## src/rtl/ahb_spi_pkg.sv

```systemverilog
// Shared register map, bit positions and engine state encoding for the AHB SPI FIFO master.
package ahb_spi_pkg;

  // Word offsets as seen on HADDR[4:2]
  localparam logic [2:0] REG_CTRL   = 3'd0;
  localparam logic [2:0] REG_STATUS = 3'd1;
  localparam logic [2:0] REG_SS     = 3'd2;
  localparam logic [2:0] REG_TXDATA = 3'd3;
  localparam logic [2:0] REG_RXDATA = 3'd4;

  localparam int CTRL_CPOL    = 0;
  localparam int CTRL_CPHA    = 1;
  localparam int CTRL_EN      = 2;
  localparam int CTRL_DIV_LSB = 8;

  localparam int ST_TX_EMPTY = 0;
  localparam int ST_TX_FULL  = 1;
  localparam int ST_RX_EMPTY = 2;
  localparam int ST_RX_FULL  = 3;
  localparam int ST_BUSY     = 4;
  localparam int ST_TX_OVF   = 5;
  localparam int ST_RX_OVF   = 6;

  typedef enum logic [1:0] {
    ENG_IDLE  = 2'd0,
    ENG_SHIFT = 2'd1,
    ENG_DONE  = 2'd2
  } eng_state_t;

endpackage

```

## src/rtl/spi_sync_fifo.sv

```systemverilog
// Single-clock byte FIFO with a combinational head; a same-cycle pop makes room for a push when full.
module spi_sync_fifo #(
  parameter int WIDTH = 8,
  parameter int DEPTH = 8
) (
  input  logic             HCLK,
  input  logic             HRESETn,
  input  logic             push,
  input  logic             pop,
  input  logic [WIDTH-1:0] wdata,
  output logic [WIDTH-1:0] rdata,
  output logic             full,
  output logic             empty
);
  localparam int AW = $clog2(DEPTH);

  logic [WIDTH-1:0] mem [DEPTH];
  logic [AW-1:0]    rd_ptr;
  logic [AW-1:0]    wr_ptr;
  logic [AW:0]      count;
  logic             do_push;
  logic             do_pop;

  assign empty   = (count == '0);
  assign full    = (count == (AW+1)'(DEPTH));
  assign do_pop  = pop & ~empty;
  assign do_push = push & (~full | do_pop);
  assign rdata   = mem[rd_ptr];

  always_ff @(posedge HCLK) begin
    if (do_push) mem[wr_ptr] <= wdata;
  end

  always_ff @(posedge HCLK or negedge HRESETn) begin
    if (!HRESETn) begin
      rd_ptr <= '0;
      wr_ptr <= '0;
      count  <= '0;
    end else begin
      if (do_push) wr_ptr <= wr_ptr + AW'(1);
      if (do_pop)  rd_ptr <= rd_ptr + AW'(1);
      if (do_push != do_pop) count <= do_push ? count + (AW+1)'(1) : count - (AW+1)'(1);
    end
  end

endmodule

```

## src/rtl/ahb_spi_fifo_master.sv

```systemverilog
// Zero-wait-state AHB-Lite slave with TX/RX byte FIFOs feeding a mode-programmable SPI master engine.
//   state | meaning
//   IDLE  | wait for EN and a queued TX byte; SCLK parked at CPOL
//   SHIFT | 16 half-periods of CLKDIV+1 cycles, MSB first
//   DONE  | one cycle; received byte pushed into RX
module ahb_spi_fifo_master
  import ahb_spi_pkg::*;
#(
  parameter int NUM_SS     = 4,
  parameter int FIFO_DEPTH = 8
) (
  input  logic              HCLK,
  input  logic              HRESETn,
  input  logic              HSEL,
  input  logic              HREADY,
  input  logic [1:0]        HTRANS,
  input  logic [31:0]       HADDR,
  input  logic              HWRITE,
  input  logic [2:0]        HSIZE,
  input  logic [31:0]       HWDATA,
  output logic [31:0]       HRDATA,
  output logic              HREADYOUT,
  input  logic              SPI_MISO_i,
  output logic              SPI_MOSI_o,
  output logic [NUM_SS-1:0] SPI_SS_o,
  output logic              SPI_CLK_o
);
  logic [2:0]        dp_addr;
  logic              dp_write, dp_valid, wr_en, rd_en;
  logic              ctrl_cpol, ctrl_cpha, ctrl_en;
  logic [7:0]        ctrl_div;
  logic [NUM_SS-1:0] ss_reg;
  logic              tx_ovf, rx_ovf, busy;
  logic [31:0]       status;
  eng_state_t        state;
  logic [7:0]        shreg, div_cnt, div_l;
  logic [3:0]        half_cnt;
  logic              cpha_l, rx_bit, sclk, mosi;
  logic              tx_push, tx_pop, tx_full, tx_empty;
  logic              rx_push, rx_pop, rx_full, rx_empty;
  logic [7:0]        tx_head, rx_head;
  logic              unused_bus;

  assign unused_bus = ^{HSIZE, HADDR[31:5], HADDR[1:0], HTRANS[0], HWDATA};

  assign HREADYOUT  = 1'b1;
  assign SPI_SS_o   = ss_reg;
  assign SPI_CLK_o  = sclk;
  assign SPI_MOSI_o = mosi;

  assign wr_en   = dp_valid & dp_write;
  assign rd_en   = dp_valid & ~dp_write;
  assign tx_push = wr_en & (dp_addr == REG_TXDATA);
  assign rx_pop  = rd_en & (dp_addr == REG_RXDATA);
  assign tx_pop  = (state == ENG_IDLE) & ctrl_en & ~tx_empty;
  assign rx_push = (state == ENG_DONE);
  // A start pending in IDLE counts as busy so a queued byte reports busy from the cycle it is picked up
  assign busy    = (state != ENG_IDLE) | tx_pop;

  spi_sync_fifo #(.WIDTH(8), .DEPTH(FIFO_DEPTH)) u_tx_fifo (
    .HCLK(HCLK), .HRESETn(HRESETn), .push(tx_push), .pop(tx_pop), .wdata(HWDATA[7:0]),
    .rdata(tx_head), .full(tx_full), .empty(tx_empty)
  );

  spi_sync_fifo #(.WIDTH(8), .DEPTH(FIFO_DEPTH)) u_rx_fifo (
    .HCLK(HCLK), .HRESETn(HRESETn), .push(rx_push), .pop(rx_pop), .wdata(shreg),
    .rdata(rx_head), .full(rx_full), .empty(rx_empty)
  );

  always_ff @(posedge HCLK or negedge HRESETn) begin
    if (!HRESETn) begin
      dp_valid <= 1'b0;
      dp_addr  <= '0;
      dp_write <= 1'b0;
    end else begin
      dp_valid <= HSEL & HREADY & HTRANS[1];
      if (HSEL && HREADY && HTRANS[1]) begin
        dp_addr  <= HADDR[4:2];
        dp_write <= HWRITE;
      end
    end
  end

  always_ff @(posedge HCLK or negedge HRESETn) begin
    if (!HRESETn) begin
      ctrl_cpol <= 1'b0;
      ctrl_cpha <= 1'b0;
      ctrl_en   <= 1'b0;
      ctrl_div  <= '0;
      ss_reg    <= '1;
      tx_ovf    <= 1'b0;
      rx_ovf    <= 1'b0;
    end else begin
      if (wr_en && dp_addr == REG_CTRL) begin
        ctrl_cpol <= HWDATA[CTRL_CPOL];
        ctrl_cpha <= HWDATA[CTRL_CPHA];
        ctrl_en   <= HWDATA[CTRL_EN];
        ctrl_div  <= HWDATA[CTRL_DIV_LSB +: 8];
      end
      if (wr_en && dp_addr == REG_SS) ss_reg <= HWDATA[NUM_SS-1:0];
      if (tx_push && tx_full && !tx_pop) tx_ovf <= 1'b1;
      else if (wr_en && dp_addr == REG_STATUS && HWDATA[ST_TX_OVF]) tx_ovf <= 1'b0;
      if (rx_push && rx_full && !rx_pop) rx_ovf <= 1'b1;
      else if (wr_en && dp_addr == REG_STATUS && HWDATA[ST_RX_OVF]) rx_ovf <= 1'b0;
    end
  end

  always_comb begin
    status              = '0;
    status[ST_TX_EMPTY] = tx_empty;
    status[ST_TX_FULL]  = tx_full;
    status[ST_RX_EMPTY] = rx_empty;
    status[ST_RX_FULL]  = rx_full;
    status[ST_BUSY]     = busy;
    status[ST_TX_OVF]   = tx_ovf;
    status[ST_RX_OVF]   = rx_ovf;
  end

  always_comb begin
    HRDATA = '0;
    if (rd_en) begin
      case (dp_addr)
        REG_CTRL: begin
          HRDATA[CTRL_CPOL]           = ctrl_cpol;
          HRDATA[CTRL_CPHA]           = ctrl_cpha;
          HRDATA[CTRL_EN]             = ctrl_en;
          HRDATA[CTRL_DIV_LSB +: 8]   = ctrl_div;
        end
        REG_STATUS: HRDATA = status;
        REG_SS:     HRDATA[NUM_SS-1:0] = ss_reg;
        REG_RXDATA: if (!rx_empty) HRDATA[7:0] = rx_head;
        default: ;
      endcase
    end
  end

  // Mode and divider are latched at start so CTRL writes mid-byte only affect the next byte
  always_ff @(posedge HCLK or negedge HRESETn) begin
    if (!HRESETn) begin
      state    <= ENG_IDLE;
      sclk     <= 1'b0;
      mosi     <= 1'b0;
      shreg    <= '0;
      rx_bit   <= 1'b0;
      div_cnt  <= '0;
      div_l    <= '0;
      half_cnt <= '0;
      cpha_l   <= 1'b0;
    end else begin
      case (state)
        ENG_IDLE: begin
          sclk <= ctrl_cpol;
          if (tx_pop) begin
            state    <= ENG_SHIFT;
            shreg    <= tx_head;
            cpha_l   <= ctrl_cpha;
            div_l    <= ctrl_div;
            div_cnt  <= ctrl_div;
            half_cnt <= 4'd15;
            if (!ctrl_cpha) mosi <= tx_head[7];
          end
        end
        ENG_SHIFT: begin
          if (div_cnt != 8'd0) begin
            div_cnt <= div_cnt - 8'd1;
          end else begin
            div_cnt <= div_l;
            sclk    <= ~sclk;
            // Odd half_cnt marks the end of a leading half-period
            if (half_cnt[0]) begin
              if (cpha_l) mosi   <= shreg[7];
              else        rx_bit <= SPI_MISO_i;
            end else if (cpha_l) begin
              shreg <= {shreg[6:0], SPI_MISO_i};
            end else begin
              shreg <= {shreg[6:0], rx_bit};
              mosi  <= shreg[6];
            end
            if (half_cnt == 4'd0) state <= ENG_DONE;
            else                  half_cnt <= half_cnt - 4'd1;
          end
        end
        ENG_DONE: state <= ENG_IDLE;
        default:  state <= ENG_IDLE;
      endcase
    end
  end

endmodule

```

## config.mk

```make
export PLATFORM = sky130hd
export DESIGN_NAME = ahb_spi_fifo_master
export DESIGN_NICKNAME = d
export VERILOG_FILES = /design/src/rtl/ahb_spi_pkg.sv /design/src/rtl/spi_sync_fifo.sv /design/src/rtl/ahb_spi_fifo_master.sv
export SDC_FILE = /design/constraint.sdc
export NUM_CORES = 1
export LEC_CHECK = 0
export BUFFER_PORTS_ARGS = -buffer_cell sky130_fd_sc_hd__buf_2
export CAP_MARGIN = 20
export CORE_MARGIN = 1
export CORE_UTILIZATION = 60
export CTS_BUF_LIST = sky130_fd_sc_hd__clkbuf_4
export CTS_CLUSTER_DIAMETER = 60
export DETAILED_ROUTE_END_ITERATION = 8
export GPL_ROUTABILITY_DRIVEN = 0
export HOLD_SLACK_MARGIN = 0.06
export PLACE_DENSITY = 0.86
export SYNTH_ARGS = -nofsm -noshare
export SYNTH_HDL_FRONTEND = slang
export SYNTH_SLANG_ARGS = --single-unit
export TNS_END_PERCENT = 5
```

## constraint.sdc

```tcl
create_clock -name HCLK -period 3.2 [get_ports HCLK]
set_input_delay 0.16 -clock HCLK [delete_from_list [all_inputs] [get_ports HCLK]]
set_output_delay 0.16 -clock HCLK [all_outputs]
set_load 0.03 [all_outputs]
```

* Yosys cells after proc, flatten, opt, wreduce, memory -nomap -nowiden
Memories as Yosys holds them, arrays and structs flattened. Index checks and enable logic that the tools add are counted.
Cells by class: $add $sub $neg 10, equal/unequal tests 18, multiplexer cells 41, bitwise logic cells 23, reductions and logical operators 31
Operator list (number):
- $mux 8 | 7
- $pmux 8 s2 | 2
- $mux 4 | 5
- $mux 1 | 16
- $mux 16 | 1
- $pmux 4 s2 | 2
- $add 3x1->3 const B | 4
- $and 1x1->1 | 12
- $logic_not 4->1 | 3
- $ne 2x2->1 const B | 6
- $pmux 3 s4 | 1
- $reduce_and 4->1 | 3
- $sub 4x1->4 const B | 3
- $logic_and 1x1->1 | 11
- $add 4x1->4 const B | 2
- $eq 4x4->1 const B | 2
- $not 1->1 | 8
- $reduce_bool 2->1 | 4
- $reduce_bool 8->1 | 1
- $sub 8x1->8 const B | 1
- $eq 3x2->1 const B | 2
- $mux 2 | 3
- $ne 3x3->1 const B | 2
- $reduce_and 2->1 | 3
- 14 further kinds | 19
Storage, ports and cells: register bits after elaboration 76, bits in writable memories 128, input bits 75, output and inout bits 39, word-level logic and storage cells 150, memories kept 2
Memories:
- u_rx_fifo.mem | depth 8, bits a word 8, rd ports 1, clocked after memory_dff 0, write ports 1, line spi_sync_fifo.sv:17 | logic [WIDTH-1:0] mem [DEPTH];
- u_tx_fifo.mem | depth 8, bits a word 8, rd ports 1, clocked after memory_dff 0, write ports 1, line spi_sync_fifo.sv:17

* Longest topological paths before layout
Gate-level depths: netlist of run 1.
depth in word-level cells 8, mapped depth 11, depth with buffers taken out 10

* Hierarchy
Synthesis of run 1 repeated with hierarchy kept, for this count alone.
Unflattened totals: cells, all modules 649, area total of the unflattened synthesis 9390.3 µm²
By module, submodules not included:
- spi_sync_fifo | instances 2, cells an instance 159, area each 3099.2 µm², sequential area each 2172.1 µm²
- ahb_spi_fifo_master | instances 1, cells an instance 331, area each 3191.8 µm², sequential area each 1406.3 µm²

* Least setup slack after synthesis of run 1
Ideal clock, no wire load.
kind register to register, start point register dp_addr[1], end point memory u_tx_fifo.mem[2][0] (enable), library setup time 0.398 ns, data arrival time 2.255 ns, data required time 2.802 ns, path slack 0.548 ns, cell stages (with the launch flop) 7, buffers on the path 1, clock period less this slack 2.652 ns, path through dfrtp_1 buf_2 nand3b_1 nor2_1 a21boi_2 inv_2 nor4b_1
On the way: longest elaborated chain between the ends 5
RTL lines:
- start, declared | line ahb_spi_fifo_master.sv:28 | logic [2:0] dp_addr;
- start signal, assigned | line ahb_spi_fifo_master.sv:78 | dp_addr <= HADDR[4:2];
- $eq 3x2->1 | line ahb_spi_fifo_master.sv:53 | assign tx_push = wr_en & (dp_addr == REG_TXDATA);
- $and 1x1->1 | line ahb_spi_fifo_master.sv:53
- $and 1x1->1 | line spi_sync_fifo.sv:27 | assign do_push = push & (~full | do_pop);
- $mux 1 | line spi_sync_fifo.sv:31 | if (do_push) mem[wr_ptr] <= wdata;
- $mux 1 (implied by the code) | line spi_sync_fifo.sv:31
- end, declared | line spi_sync_fifo.sv:17
Every way passes these cells.

* Worst setup path in the final report of run 1
start point register dp_addr[1], end point output port HRDATA[15]
On the way: longest elaborated chain between the ends 3
RTL lines:
- $logic_not 3->1 | line ahb_spi_fifo_master.sv:122 | case (dp_addr)
- $mux 8 | line ahb_spi_fifo_master.sv:122
- $mux 16 | line ahb_spi_fifo_master.sv:121 | if (rd_en) begin
- end, declared | line ahb_spi_fifo_master.sv:21 | output logic [31:0] HRDATA,
Every way passes these cells.

==> results of run 1 <==
-- critical path, delay by kind of cell, from the launching register on --
family / cells / cell delay (ns)
buffers and inverters: 1 / 0.21
and+or+nand+nor: 4 / 1.37
DFF: 1 / 0.50
-- flip-flops by register name, indices dropped and copies added, names as in the netlist, 2 cells and up --
signal and flops:
u_tx_fifo.mem 64, div_l 8, u_rx_fifo.rd_ptr 3, u_rx_fifo.mem 64, shreg 8, div_cnt 8
ctrl_div 8, SPI_SS_o 4, u_rx_fifo.wr_ptr 3, u_tx_fifo.rd_ptr 3, u_tx_fifo.count 4, dp_addr 3
state 2, u_rx_fifo.count 4, half_cnt 4, u_tx_fifo.wr_ptr 3
-- kinds of logic (layout without fill, tap and decap cells) --
group / count (synthesis) / count (layout) / share of synthesized area [%]
AOI/OAI and AO/OA: 82 / 82 / 6.38
xor gates and xnor gates: 19 / 19 / 2.02
adders and majority gates: 13 / 13 / 1.94
buffers and inverters: 60 / 201 / 3.59
DFF: 204 / 204 / 62.8
muxes: 74 / 74 / 12.7
other: 2 / 17 / 0.0820
and+or+nand+nor: 193 / 193 / 10.5
-- worst paths after layout --
kind	depth (start not counted)	slack, ns	start	endpoint
setup reg to reg	11	0.44	dp_addr[0]	u_tx_fifo.count[3]
hold reg to reg	2	0.48	div_l[1]	div_l[1]
hold / removal	2	0.21	HRESETn	shreg[3]
min in group HCLK	3	0.27	HWDATA[9]	ctrl_div[1]
setup / recovery	5	0.29	dp_addr[1]	HRDATA[15]
max in group asynchronous	2	2.35	HRESETn	u_tx_fifo.rd_ptr[2]
-- power by group through the flow --
stage	combinational (mW)	clock [mW]	sequential (mW)
finish	2.07	2.09	3.87
global route	2.28	2.26	3.94
CTS	2.06	2.12	3.85
detailed placement	2.01	0	3.90
global placement	1.90	0	3.85
floorplan	1.64	0	3.69
-- per-stage QoR --
step / cell area (um2) / hold WS [ns] / instances
2_1_floorplan: 9220 / -0.136 / 662
3_3_place_gp: 9570 / 0.370 / 867
5_1_grt: 10500 / 0.263 / 987
3_5_place_dp: 9570 / 0.380 / 867
4_1_cts: 10500 / 0.220 / 987
6_report: 10500 / 0.206 / 987
-- cell type report --
| cell class | instances | share of cell area (%) |
|---|---|---|
| Timing Repair Buffer | 95 | 6.38 |
| Inverter | 14 | 0.621 |
| Sequential cell | 204 | 54.9 |
| Clock inverter | 18 | 0.669 |
| Multi-Input combinational cell | 398 | 29.9 |
| Clock buffer | 74 | 5.30 |
| Tap cell | 184 | 2.20 |
-- timing repair --
action / CTS / global route
hold buffers: 28 / 0
endpoints found under the hold margin: 160 / 0
buffers inserted: 0 / 0
-- layout by cell type (no fill, tap or decap), types with 12 or more instances in the layout --
master         count
xnor2_1           14
mux4_2            31
dfrtp_1           72
buf_2             46
buf_4             21
edfxtp_1         128
conb_1            17
clkinv_1          16
nand2_1           97
dlygate4sd3_1     28
mux2i_1           18
a21oi_1           16
mux2_2            24
o21ai_0           16
clkbuf_4          74
nor2_1            25
o22ai_1           12
-- routing by layer --
metal  share of wire, %  up-vias  GRT usage, %  routed length [um]
met5                  0        -             0                   0
met4                2.1        0          9.47                 408
met3                7.3       40          6.93                1450
met2                 51      277          44.2               10000
met1                 40     3008          34.2                7920
li1                   -     2639             -                   -
==> run summary, run 1 <==
The run finished, with violations left. The checks that failed: DRC. On the worst path, the slowest cell contributes a delay of 0.79 ns. After floorplanning, the core was sized to cover 14700 um2. Sequential cells account for 48.2% of the total power. In the routed design, unresolved DRC markers number 5. Setup repair after global routing left no endpoint under its margin. The run gives 3 as the maximum count of clock buffers along a single path. The worst vdd rail ir drop came out at 460 uV. From bottom edge to top edge, the die measures 126 um. The total internal power was 5.31 mW; the width of the die was 126 um. The share of Yosys cell area claimed by the top area cell type is 42.0%, and the top-level port count is 114.

In this run the static leakage power is 4.09 nW. The port buffer count works out to 47. At the pin with the least slew margin, the transition time is 1.03 ns.

For the overall routed net length, the log shows 19800 um. After synthesis, the cell types taking the most area are edfxtp_1 42%, dfrtp_1 20%, mux4_2 7.6%, nand2_1 4.0%, mux2_2 3.0%. Dividing the detail-routed wire length by the instance count gives 20.1 um.

The share of synthesized flip-flops with an asynchronous set or reset was 37.3%; the synthesized instance count was 647. The flop and latch count out of synthesis was 204. The sink count of the clock tree came out at 204. Clock-pin slew was measured on the worst setup and hold paths at 0.07 ns. By count the netlist is led by 128 x edfxtp_1, 97 x nand2_1, 72 x dfrtp_1. The worst path needs 2.91 ns of the cycle, external delays included.

The number of max-cap violations is 0, and the part of the Yosys area used for sequential elements is 62.8%. The share of the cycle needed by the critical path after routing is 90.9%. Walking the worst path, the cells encountered are nor2_1 > nand2_1 > nor3_1 > and2_1 > buf_2. Setup total negative slack on the finished layout was measured at 0 ns. The global routing usage summed across all routing layers is 26.6%. At the end of the flow the core is filled with cells to 71.3%. The sequential cells in the finished layout cover a total of 5750 um2. The first global-routing pass estimated 31900 um of wire. Summing internal, switching and leakage power gives 8.03 mW. The logs give 50 for the number of buffers created by CTS and 9 for the first-pass detailed-route iteration total. The relative contribution of combinational cells to total power is 25.8%, and the total of warnings raised by yosys is 0.

Summing all multi-input logic gate instances after layout gives 3140 um2. The min-delay analysis places its worst path in the category in -> async. The highest net fanout along the worst path came out at 11.

The number of antenna-violating nets in the routed design is 0, and the setup-violating endpoint count in the final report is 0. Counting the fill cells in the layout gives 918. The logs give 0 for the post-cts gate resize count and 44 for the number of rows in the core area.

In this run the power density over the cells is 767 nW/um2. Setup slack on the critical path of the routed design comes to 0.292 ns. The tools report the clock skew as 0.0272 ns. On the critical path, the stage with the largest delay is an instance of nor3_1. Antenna diode count: 0. TritonCTS built the clock tree. The tools report the count of endpoints failing hold in the final timing report as 0.

Proportion of layout cells with a drive suffix above 1: 27.1%. The tools report the element type at the critical path end as an output port. Entering global routing, the biggest net connects 77 pins.

The clock tree synthesis step divided the H-tree into 2 levels. Critical path data required time: 3.04 ns. Summing every instance area after synthesis gives 9160 um2. The main flop type after synthesis is edfxtp_1. The logs give 12800 um for the detailed-placement wirelength estimate and 26.0% for the fraction of power consumed by the clock network. Average via count per standard cell: 6.04. The root buffer cell chosen for the clock tree is clkbuf_4. The total via count in the routed design is 5964, and the number of DRC markers in iteration 0 is 539. The number of nets at the end of the flow is 851. The die covers 15800 um2. The worst setup path is launched from a register.

The number of enable-type register cells in the synthesized netlist works out to 128. The number of global-route vias before repair is 6213. The worst setup path is of the reg -> out kind.

The total net switching power came out at 2.72 mW. edfxtp_1 takes more of the synthesized area than any other cell. After global routing the overflow that remains totals 0.

For the worst-skew pair, the clock arrives at the later sink with an insertion delay of 0.67 ns. Based on the critical path, the design can be clocked at up to 0.344 GHz. The synthesis-to-finish area growth was 14.4%. The logs give 74 for the number of distinct library cell variants in the gate-level netlist after synthesis and 30.7% for the worst-case headroom to the max-slew limit. The number of max-slew violations in the final report is 0. For the number of antenna violations at the first check in global routing, the log shows 0. The effective utilization at floorplan is 62.3%. The most numerous cell in the Yosys netlist is edfxtp_1. The switching power as a share of total power came out at 33.8%. Before CTS, the worst setup slack after placement is 0.515 ns.

STA puts the critical path data arrival time at 2.75 ns. After synthesis, the mean cell area works out to 14.2 um2.
Power figures use the tool's default switching activity.
==> inputs of run 2 (changes only) <==
--- a/config.mk
+++ b/config.mk
@@ -7,14 +7,16 @@
 export LEC_CHECK = 0
 export BUFFER_PORTS_ARGS = -buffer_cell sky130_fd_sc_hd__buf_2
 export CAP_MARGIN = 20
+export CELL_PAD_IN_SITES_DETAIL_PLACEMENT = 2
+export CELL_PAD_IN_SITES_GLOBAL_PLACEMENT = 2
 export CORE_MARGIN = 1
-export CORE_UTILIZATION = 60
+export CORE_UTILIZATION = 42
 export CTS_BUF_LIST = sky130_fd_sc_hd__clkbuf_4
 export CTS_CLUSTER_DIAMETER = 60
 export DETAILED_ROUTE_END_ITERATION = 8
 export GPL_ROUTABILITY_DRIVEN = 0
 export HOLD_SLACK_MARGIN = 0.06
-export PLACE_DENSITY = 0.86
+export PLACE_DENSITY = 0.85
 export SYNTH_ARGS = -nofsm -noshare
 export SYNTH_HDL_FRONTEND = slang
 export SYNTH_SLANG_ARGS = --single-unit
==> run 2 against run 1 <==
The run ends with setup timing left. Worst setup slack got worse by 0.32 ns. Global-route usage grew 0.71 points. First-iteration DRC count fell by 36%. Largest cell class unchanged.
==> run summary, run 2 (synthesis results as in run 1) <==
The flow ran to the end, but the final reports show violations. Violations in the final reports: setup timing (was DRC). Largest registers ranked by flip-flop count: u_rx_fifo.mem (64), u_tx_fifo.mem (64) (unchanged). The number of buffers created by CTS was 54 (was 50); the met2 routing resource usage after global routing was 49.3% (was 44.2%).

The run gives 0 (unchanged) as the number of max-cap violations. Number of nets at the end of the flow: 864 (was 851). The logs give -0.0282 ns (was 0.292 ns) for the final worst setup slack and 27.4% (was 26.6%) for the global routing usage summed across all routing layers.

The most common cell after layout, fill and taps aside is edfxtp_1 (unchanged). The kind of launch point of the worst setup path was a register (unchanged). Most frequent cells in the layout: 128 x edfxtp_1, 97 x nand2_1, 84 x clkbuf_4 (was 128 x edfxtp_1, 97 x nand2_1, 74 x clkbuf_4).

The overall routed net length was 30200 um (was 19800 um). The tools report the number of standard cells in the layout, taps in and fillers out as 1097 (was 987). CP cell instances: inv_1 > ha_1 > nor3b_1 > nand2_1 > o32ai_1 > mux2_2 (was nor2_1 > nand2_1 > nor3_1 > and2_1 > buf_2).

The maximum level of the CTS H-tree is 2 (unchanged). Worst-case headroom to the max-slew limit: 34.0% (was 30.7%). The number of max-slew violations in the final report was 0 (unchanged). The tools report the number of placed instances with taps included as 965 (was 867).

The sink count of the clock tree came out at 204 (unchanged). The highest net fanout along the worst path was 7 (was 11); the setup-violating endpoint count in the final report was 1 (was 0). Share of the cycle needed by the critical path after routing: 101% (was 90.9%). The end-of-flow core utilization is 50.9% (was 71.3%). The source of the worst hold timing path is HWDATA[11]. The minimum period implied by the final worst setup slack is 3.23 ns (was 2.91 ns).

The worst setup slack after placement is 0.444 ns (was 0.515 ns). The path class of the lowest-slack min-delay path is in -> reg (was in -> async). The clock transition at the registers of the reported paths was 0.10 ns (was 0.07 ns); the effective utilization at floorplan was 43.2% (was 62.3%). The tools report the signal arrival time at the worst endpoint as 3.80 ns (was 2.75 ns).

The die height was 150 um (was 126 um). The layer with the highest usage was met2 (unchanged). The worst setup path startpoint was div_cnt[0] (was dp_addr[1]). The run gives 22400 um2 (was 15800 um2) as the area of the die. The tools report the leftover overflow at the end of global routing as 0 (unchanged). The area inside the core boundary is 21200 um2 (was 14700 um2). Element type at the critical path end: a register (was an output port). The final routed wire length divided by cell count works out to 27.5 um (was 20.1 um). The leakage power total came out at 4.21 nW (was 4.09 nW). The slew at the pin with the worst max-slew slack was 0.988 ns (was 1.03 ns); the worst-case hold slack was 0.271 ns (was 0.206 ns). The largest stage delay on the critical path was 0.83 ns (was 0.79 ns); the number of rows in the core area was 53 (was 44).

The logs give 0.0596 ns (was 0.0272 ns) for the clock skew and 2 (was 0) for the number of antenna violations at the first check in global routing. The path type of the worst setup path is reg -> reg (was reg -> out). The run gives 6280 (was 5964) as the total via count in the routed design.

The detailed-placement wirelength estimate came out at 17200 um (was 12800 um). The count of endpoints failing hold in the final timing report was 0 (unchanged). Synthesis-to-finish area growth: 17.9% (was 14.4%).

The total placed instance area is 9740 um2 (was 9570 um2), and the average via count per standard cell is 5.72 (was 6.04). The top-level port count came out at 114 (unchanged). The maximum count of clock buffers along a single path came out at 3 (unchanged).

The tools report the total negative slack as -0.0282 ns (was 0 ns). The tools report the clock root buffer as clkbuf_4 (unchanged). The global-route wire length before repair was 44400 um (was 31900 um); the width of the die was 150 um (was 126 um).

The global routing usage on met1 is 31.6% (was 34.2%). The area of all placed cells without fillers was 10800 um2 (was 10500 um2); the proportion of layout cells with a drive suffix above 1 was 29.0% (was 27.1%). The total power draw is 8.92 mW (was 8.03 mW). For the number of DRC markers in iteration 0, the log shows 343 (was 539). Total power divided by cell area: 826 nW/um2 (was 767 nW/um2). The critical path data required time was 3.77 ns (was 3.04 ns); the global-route track usage on met3 was 5.24% (was 6.93%). The run gives 0 (unchanged) as the number of antenna-violating nets in the routed design. The worst vdd rail ir drop is 311 uV (was 460 uV), and the port buffer count is 47 (unchanged). TritonCTS built the clock tree. Source of the worst register-to-register timing path: div_cnt[0] (was dp_addr[0]). The tools report the number of design rule violations left after detail routing as 0 (was 5). The number of global-route vias before repair is 7203 (was 6213). Pin count of the biggest net entering global routing: 77 (unchanged). The highest-delay cell along the critical path is nor3b_1 (was nor3_1).

For the first-pass detailed-route iteration total, the log shows 5 (was 9). The tools report the highest attainable clock frequency as 0.310 GHz (was 0.344 GHz). The run gives 0.69 ns (was 0.67 ns) as the later-pin clock latency in the skew report.
==> run 2: changes by cell type in the layout (fill, tap and decap cells not counted), sizes merged <==
cell,change
dlygate4sd3,+1
buf,+8
bufinv,+2
diode,+2
clkinv,-3
inv,-1
clkbuf,+10
==> run 2: report_power, final <==
part / leakage [nW] / switching [mW] / internal [mW]
sequential: 2.09 / 0.710 / 3.27
clock: 0.441 / 1.21 / 1.35
combinational: 1.68 / 1.38 / 1.01
==> run 2: final timing paths <==
kind	end	slack (ns)	cells past startpoint
worst min register to register	div_l[1]	0.48	2
worst min-delay path	ctrl_div[3]	0.27	3
worst max register to register	SPI_MOSI_o	-0.03	6
max in group asynchronous	ctrl_div[1]	1.98	4
min in group asynchronous	shreg[2]	0.52	3
worst max-delay path	SPI_MOSI_o	-0.03	6
==> run 2: per-layer routing <==
metal | share of wire, % | vias to the layer above
met5 | 0 | -
met4 | 3.6 | 0
met3 | 4.9 | 78
met2 | 54 | 252
met1 | 37 | 3267
li1 | - | 2683
==> run 2: final cells by class <==
cell class | count | area (um2)
multi-input combinational | 398 | 3140
clock buffer | 84 | 631
clock inverter | 16 | 115
fill | 2007 | 10400
sequential | 204 | 5750
antenna | 2 | 5.00
inverter | 14 | 65.1
tap | 275 | 344
timing repair buffer | 104 | 751
==> run 2: critical path, delay by kind of cell (launching register included) <==
kind	cells	cell delay, ns
and+or+nand+nor	2	1.30
AOI/OAI and AO/OA	1	0.54
DFF	1	0.48
muxes	1	0.42
adders and majority gates	1	0.25
buffers and inverters	1	0.15
==> run 2: what timing repair did <==
action	in CTS	in global routing
endpoints found under the setup margin	0	1
gates resized for setup	0	1
buffers inserted	0	0
hold buffers	28	1
endpoints found under the hold margin	160	30
